==> src/rtl/pa_spsram_64x4_ctrl_pkg.sv <==
// Shared LSU constants for the 64x4 single-port SRAM initiator: FSM encodings,
// macro geometry and the macro's inactive (active-low) control levels.
package pa_spsram_64x4_ctrl_pkg;

    localparam int LSU_SRAM_AW    = 6;
    localparam int LSU_SRAM_DW    = 4;
    localparam int LSU_SRAM_WEW   = 4;
    localparam int LSU_SRAM_DEPTH = 2 ** LSU_SRAM_AW;

    localparam logic                   SRAM_CEN_OFF  = 1'b1;
    localparam logic                   SRAM_GWEN_OFF = 1'b1;
    localparam logic [LSU_SRAM_WEW-1:0] SRAM_WEN_OFF = '1;

    typedef enum logic [1:0] {
        ST_RST  = 2'b00,
        ST_INIT = 2'b01,
        ST_IDLE = 2'b10
    } ctrl_state_e;

endpackage

==> src/rtl/pa_spsram_64x4_ctrl.sv <==
// Initiator for the LSU 64x4 single-port SRAM macro: zero-init sweep after reset
// or clr_req, then one client read/write per cycle with 1-cycle read latency.
module pa_spsram_64x4_ctrl
    import pa_spsram_64x4_ctrl_pkg::*;
#(
    parameter int ADDR_WIDTH = LSU_SRAM_AW,
    parameter int DATA_WIDTH = LSU_SRAM_DW,
    parameter int WE_WIDTH   = LSU_SRAM_WEW,
    parameter int DEPTH      = LSU_SRAM_DEPTH
) (
    input  logic                  forever_cpuclk,
    input  logic                  cpurst_b,
    input  logic                  clr_req,
    input  logic                  req_vld,
    input  logic                  req_wr,
    input  logic [ADDR_WIDTH-1:0] req_addr,
    input  logic [DATA_WIDTH-1:0] req_wdata,
    input  logic [WE_WIDTH-1:0]   req_wmask,
    output logic                  req_rdy,
    output logic                  rsp_vld,
    output logic [DATA_WIDTH-1:0] rsp_rdata,
    output logic                  init_done,
    output logic [ADDR_WIDTH-1:0] sram_a,
    output logic                  sram_cen,
    output logic                  sram_gwen,
    output logic [WE_WIDTH-1:0]   sram_wen,
    output logic [DATA_WIDTH-1:0] sram_d,
    input  logic [DATA_WIDTH-1:0] sram_q
);

    localparam logic [ADDR_WIDTH-1:0] CNT_LAST = ADDR_WIDTH'(DEPTH - 1);

    ctrl_state_e           state_q, state_d;
    logic [ADDR_WIDTH-1:0] init_cnt_q, init_cnt_d;
    logic                  rsp_vld_q, rsp_vld_d;
    logic                  init_done_q, init_done_d;

    always_comb begin
        state_d     = state_q;
        init_cnt_d  = init_cnt_q;
        init_done_d = init_done_q;
        rsp_vld_d   = 1'b0;
        req_rdy     = 1'b0;
        sram_cen    = SRAM_CEN_OFF;
        sram_gwen   = SRAM_GWEN_OFF;
        sram_wen    = SRAM_WEN_OFF;
        sram_a      = '0;
        sram_d      = '0;

        case (state_q)
            ST_RST: begin
                state_d     = ST_INIT;
                init_cnt_d  = '0;
                init_done_d = 1'b0;
            end
            ST_INIT: begin
                sram_cen   = 1'b0;
                sram_gwen  = 1'b0;
                sram_wen   = '0;
                sram_a     = init_cnt_q;
                init_cnt_d = init_cnt_q + 1'b1;
                if (clr_req) begin
                    init_cnt_d = '0;
                end else if (init_cnt_q == CNT_LAST) begin
                    state_d     = ST_IDLE;
                    init_done_d = 1'b1;
                end
            end
            ST_IDLE: begin
                req_rdy = 1'b1;
                // Macro samples A/CEN/WEN on the edge, so drive straight from the request.
                if (req_vld) begin
                    if (!req_wr) begin
                        sram_cen  = 1'b0;
                        sram_a    = req_addr;
                        rsp_vld_d = 1'b1;
                    end else if (|req_wmask) begin
                        sram_cen  = 1'b0;
                        sram_gwen = 1'b0;
                        sram_wen  = ~req_wmask;
                        sram_a    = req_addr;
                        sram_d    = req_wdata;
                    end
                end
                if (clr_req) begin
                    state_d     = ST_INIT;
                    init_cnt_d  = '0;
                    init_done_d = 1'b0;
                end
            end
            default: state_d = ST_RST;
        endcase
    end

    always_ff @(posedge forever_cpuclk or negedge cpurst_b) begin
        if (!cpurst_b) begin
            state_q     <= ST_RST;
            init_cnt_q  <= '0;
            rsp_vld_q   <= 1'b0;
            init_done_q <= 1'b0;
        end else begin
            state_q     <= state_d;
            init_cnt_q  <= init_cnt_d;
            rsp_vld_q   <= rsp_vld_d;
            init_done_q <= init_done_d;
        end
    end

    assign rsp_vld   = rsp_vld_q;
    assign rsp_rdata = rsp_vld_q ? sram_q : '0;
    assign init_done = init_done_q;

endmodule

==> config.mk <==
export PLATFORM = sky130hd
export DESIGN_NAME = pa_spsram_64x4_ctrl
export DESIGN_NICKNAME = d
export VERILOG_FILES = /design/src/rtl/pa_spsram_64x4_ctrl_pkg.sv /design/src/rtl/pa_spsram_64x4_ctrl.sv
export SDC_FILE = /design/constraint.sdc
export NUM_CORES = 1
export LEC_CHECK = 0
export CAP_MARGIN = 0
export CORE_ASPECT_RATIO = 0.75
export CORE_UTILIZATION = 25
export DETAILED_ROUTE_END_ITERATION = 8
export PLACE_DENSITY = 0.62
export REMOVE_ABC_BUFFERS = 1
export SLEW_MARGIN = 10
export SYNTH_ARGS = -nofsm -noshare
export SYNTH_HDL_FRONTEND = slang
export SYNTH_SLANG_ARGS = --single-unit
export TNS_END_PERCENT = 100
==> constraint.sdc <==
create_clock -name forever_cpuclk -period 4.6 [get_ports forever_cpuclk]
set_input_delay 1.38 -clock forever_cpuclk [delete_from_list [all_inputs] [get_ports forever_cpuclk]]
set_output_delay 1.38 -clock forever_cpuclk [all_outputs]
set_load 0.01 [all_outputs]
==> flow_metrics.py, run 1 <==
metrics = {
    "run_status": {
        "status": "complete, no violations",
    },
    "yosys": {
        "ys_seq_elements": 10,
        "synth_edf_count": 0,
        "syn_avg_cell_area_um2": 8.65,
        "syn_inst": 94,
        "synth.distinct_cells": 34,
        "synthArstFlopShare": 1.00,
        "synth_area_um2": 813,
        "ys_seq_area_frac": 0.308,
        "ys.warnings.count": 0,
        "synthFlopType": "dfrtp_1",
    },
    "cts": {
        "cts_root_buf": "clkbuf_8",
        "htreeDepth": 1,
        "numCtsBuffers": 3,
        "clk_latency_ns": 0.24,
        "cts_buffer_depth": 2,
        "cts_tree": "yes",
        "cts.clk_slew.worst_paths_ns": 0.05,
        "postCtsSetupBuffers": 0,
        "ctsResizeCount": 0,
        "cts.sinks": 10,
        "hold_buffers": 0,
    },
    "die": {
        "die-height_um": 51.4,
        "die_w_um": 67.9,
        "core_um2": 3020,
        "dieArea_um2": 3490,
        "start_util": 0.269,
        "row_count": 17,
        "io-pin-count": 46,
    },
    "placement": {
        "port_buffers": 45,
        "place_congestion": 0.730,
        "dpl.hpwl_um": 1940,
    },
    "worst_setup_path": {
        "cp-start-kind": "input port",
        "worst-path-buf-inv": 2,
        "cp.arrival_ns": 3.17,
        "cp.required_ns": 3.22,
        "cpMostUsedCell": "clkdlybuf4s50_1",
        "setup.worst_path.end_class": "primary output",
        "critPathMaxStageDelay_ns": 0.48,
        "cp_top_family": "buffers and inverters",
        "slowest_stage": "clkdlybuf4s50_1",
        "crit_chain": "clkdlybuf4s50_1, nor4_2, a21oi_2, a32o_1, clkdlybuf4s50_1",
        "ff2ff_setup_slack_ns": 2.64,
        "path_class": "input port to primary output",
        "path_max_fanout": 7,
    },
    "global_route": {
        "grt-ovfl-total": 0,
        "grt_max_degree": 15,
        "grt_util_all_layers": 0.151,
        "grt_pass1_vias": 811,
        "grt_pass1_wl_um": 3800,
        "antenna_found_initial": 0,
    },
    "timing": {
        "fmax_ghz": 0.220,
        "max-slew-margin-rel": 0.675,
        "min_period_over_period": 0.990,
        "rsz0062_at_grt": "true",
        "fin_worst_skew_ns": 0.00154,
        "setup_viol": 0,
        "period_needed_ns": 4.55,
        "final-hold-violation-count": 0,
        "worstMarginPinSlew_ns": 0.486,
        "report.final.slew_viol_count": 0,
    },
    "finish": {
        "regArea_um2": 250,
        "layout.nets": 168,
        "antenna_cells": 0,
        "drive_gt1_frac": 0.0870,
        "fillers": 292,
        "multiInputGateArea_um2": 538,
        "syn_to_final_growth_pct": 66.8,
        "fin_util": 0.449,
    },
    "detailed_routing": {
        "antenna_left": 0,
        "routedWlPerCell_um": 14.7,
        "drt_iter0_drc": 16,
        "vias": 884,
        "drcViolationCount": 0,
        "vias_per_cell": 5.02,
        "drt-total-wl_um": 2580,
        "drt_pass1_iterations": 4,
    },
    "min_path": {
        "hold_path.class": "register to register",
    },
    "power": {
        "p_leak_uw": 0.000565,
        "power.density_nw_per_um2": 179,
        "fin_total_pwr_uw": 243,
        "max-vdd-ir-drop_mv": 0.127,
    },
    "flow_run": {
        "cap_violations": 0,
    },
}
## cells in the final DEF, fill, tap and decap left out, types with 2 or more instances in the layout
| cell type | n |
|---|---|
| and2_1 | 9 |
| nand3_1 | 3 |
| clkdlybuf4s50_1 | 45 |
| nor2b_1 | 2 |
| nor2_1 | 5 |
| nand4b_1 | 2 |
| dfrtp_1 | 10 |
| a32o_1 | 3 |
| and3_1 | 4 |
| clkbuf_8 | 4 |
| and2b_1 | 2 |
| a21oi_1 | 5 |
| a31o_2 | 3 |
| inv_1 | 4 |
| ha_1 | 6 |
| or3_1 | 2 |
| o21ai_0 | 9 |
| mux2_2 | 2 |
| nand2_1 | 3 |
## where the power goes
part	switching, uW	internal [uW]	leakage (uW)
sequential	3.10	90.2	0.000132
clock	37.8	75.5	0.0000288
combinational	11.5	24.9	0.000404
## flip-flops by register name, summed over array words and instances (netlist names)
| signal | count |
|---|---|
| init_done | 1 |
| state_q | 2 |
| init_cnt_q | 6 |
| rsp_vld | 1 |
## stage by stage
stage	instances	hold WS, ns	instance area, um^2	setup TNS (ns)	setup slack, ns
after floorplan	89	0.499	793	0	1.01
after CTS	176	0.553	1350	0	0.00902
final	176	0.559	1360	0	0.0450
after global placement	172	0.547	1290	0	0.0596
after detailed placement	172	0.547	1290	0	0.0146
after global routing	176	0.581	1360	-0.176	-0.0327
## logic make-up after synthesis
logic type / count (synthesis) / synth area share
simple gates: 39 / 0.294
compound gates: 27 / 0.223
flops: 10 / 0.308
buf+inv: 9 / 0.0431
fa+ha+maj: 6 / 0.0923
mux: 3 / 0.0400
## cell type report
type / instances / area share
clock buffer: 4 / 0.0406
inverter: 4 / 0.0111
multi-input combinational: 75 / 0.397
sequential: 10 / 0.185
tap: 38 / 0.0351
timing repair buffer: 45 / 0.332
## final timing paths
path                                                 from                         to  depth (start not counted)
worst max-delay path                         req_wmask[0]                  sram_a[2]                          5
worst min-delay path            init_cnt_q[0]$_DFFE_PN0P_  init_cnt_q[0]$_DFFE_PN0P_                          1
worst max register to register     state_q[0]$_DFFE_PN0P_     state_q[1]$_DFFE_PN0P_                          5
worst min register to register  init_cnt_q[0]$_DFFE_PN0P_  init_cnt_q[0]$_DFFE_PN0P_                          1
max in group asynchronous                        cpurst_b      init_done$_DFFE_PN0P_                          1
min in group asynchronous                        cpurst_b  init_cnt_q[5]$_DFFE_PN0P_                          1
## cells in the mapped netlist (all sizes together) (2+ instances only)
cell type	count	share of area
dfrtp	10	0.31
and2	9	0.069
o21ai	9	0.055
a21oi	6	0.037
ha	6	0.092
nor2	5	0.023
and3	4	0.031
inv	4	0.018
a31o	3	0.032
a32o	3	0.037
clkbuf	3	0.014
nand2	3	0.014
nand3	3	0.018
and2b	2	0.018
buf	2	0.011
mux2	2	0.028
nand4b	2	0.022
nor2b	2	0.015
or3	2	0.015
## per-layer routing
metal  part of all wire  vias to the layer above  GRT usage
met4             0.0081                        0     0.0313
met5                  0                        -          0
met2               0.53                       14      0.257
met1               0.43                      433      0.184
li1                   -                      434          -
met3              0.036                        3     0.0469
Note: power is estimated with default switching activity, not from simulation.
==> inputs of run 2 (changes only) <==
--- a/config.mk
+++ b/config.mk
@@ -11,7 +11,6 @@
 export DETAILED_ROUTE_END_ITERATION = 8
 export PLACE_DENSITY = 0.62
 export REMOVE_ABC_BUFFERS = 1
-export SLEW_MARGIN = 10
 export SYNTH_ARGS = -nofsm -noshare
 export SYNTH_HDL_FRONTEND = slang
 export SYNTH_SLANG_ARGS = --single-unit
==> results of run 2 <==
The final DEF is identical to that of run 1; final timing and power are the same.
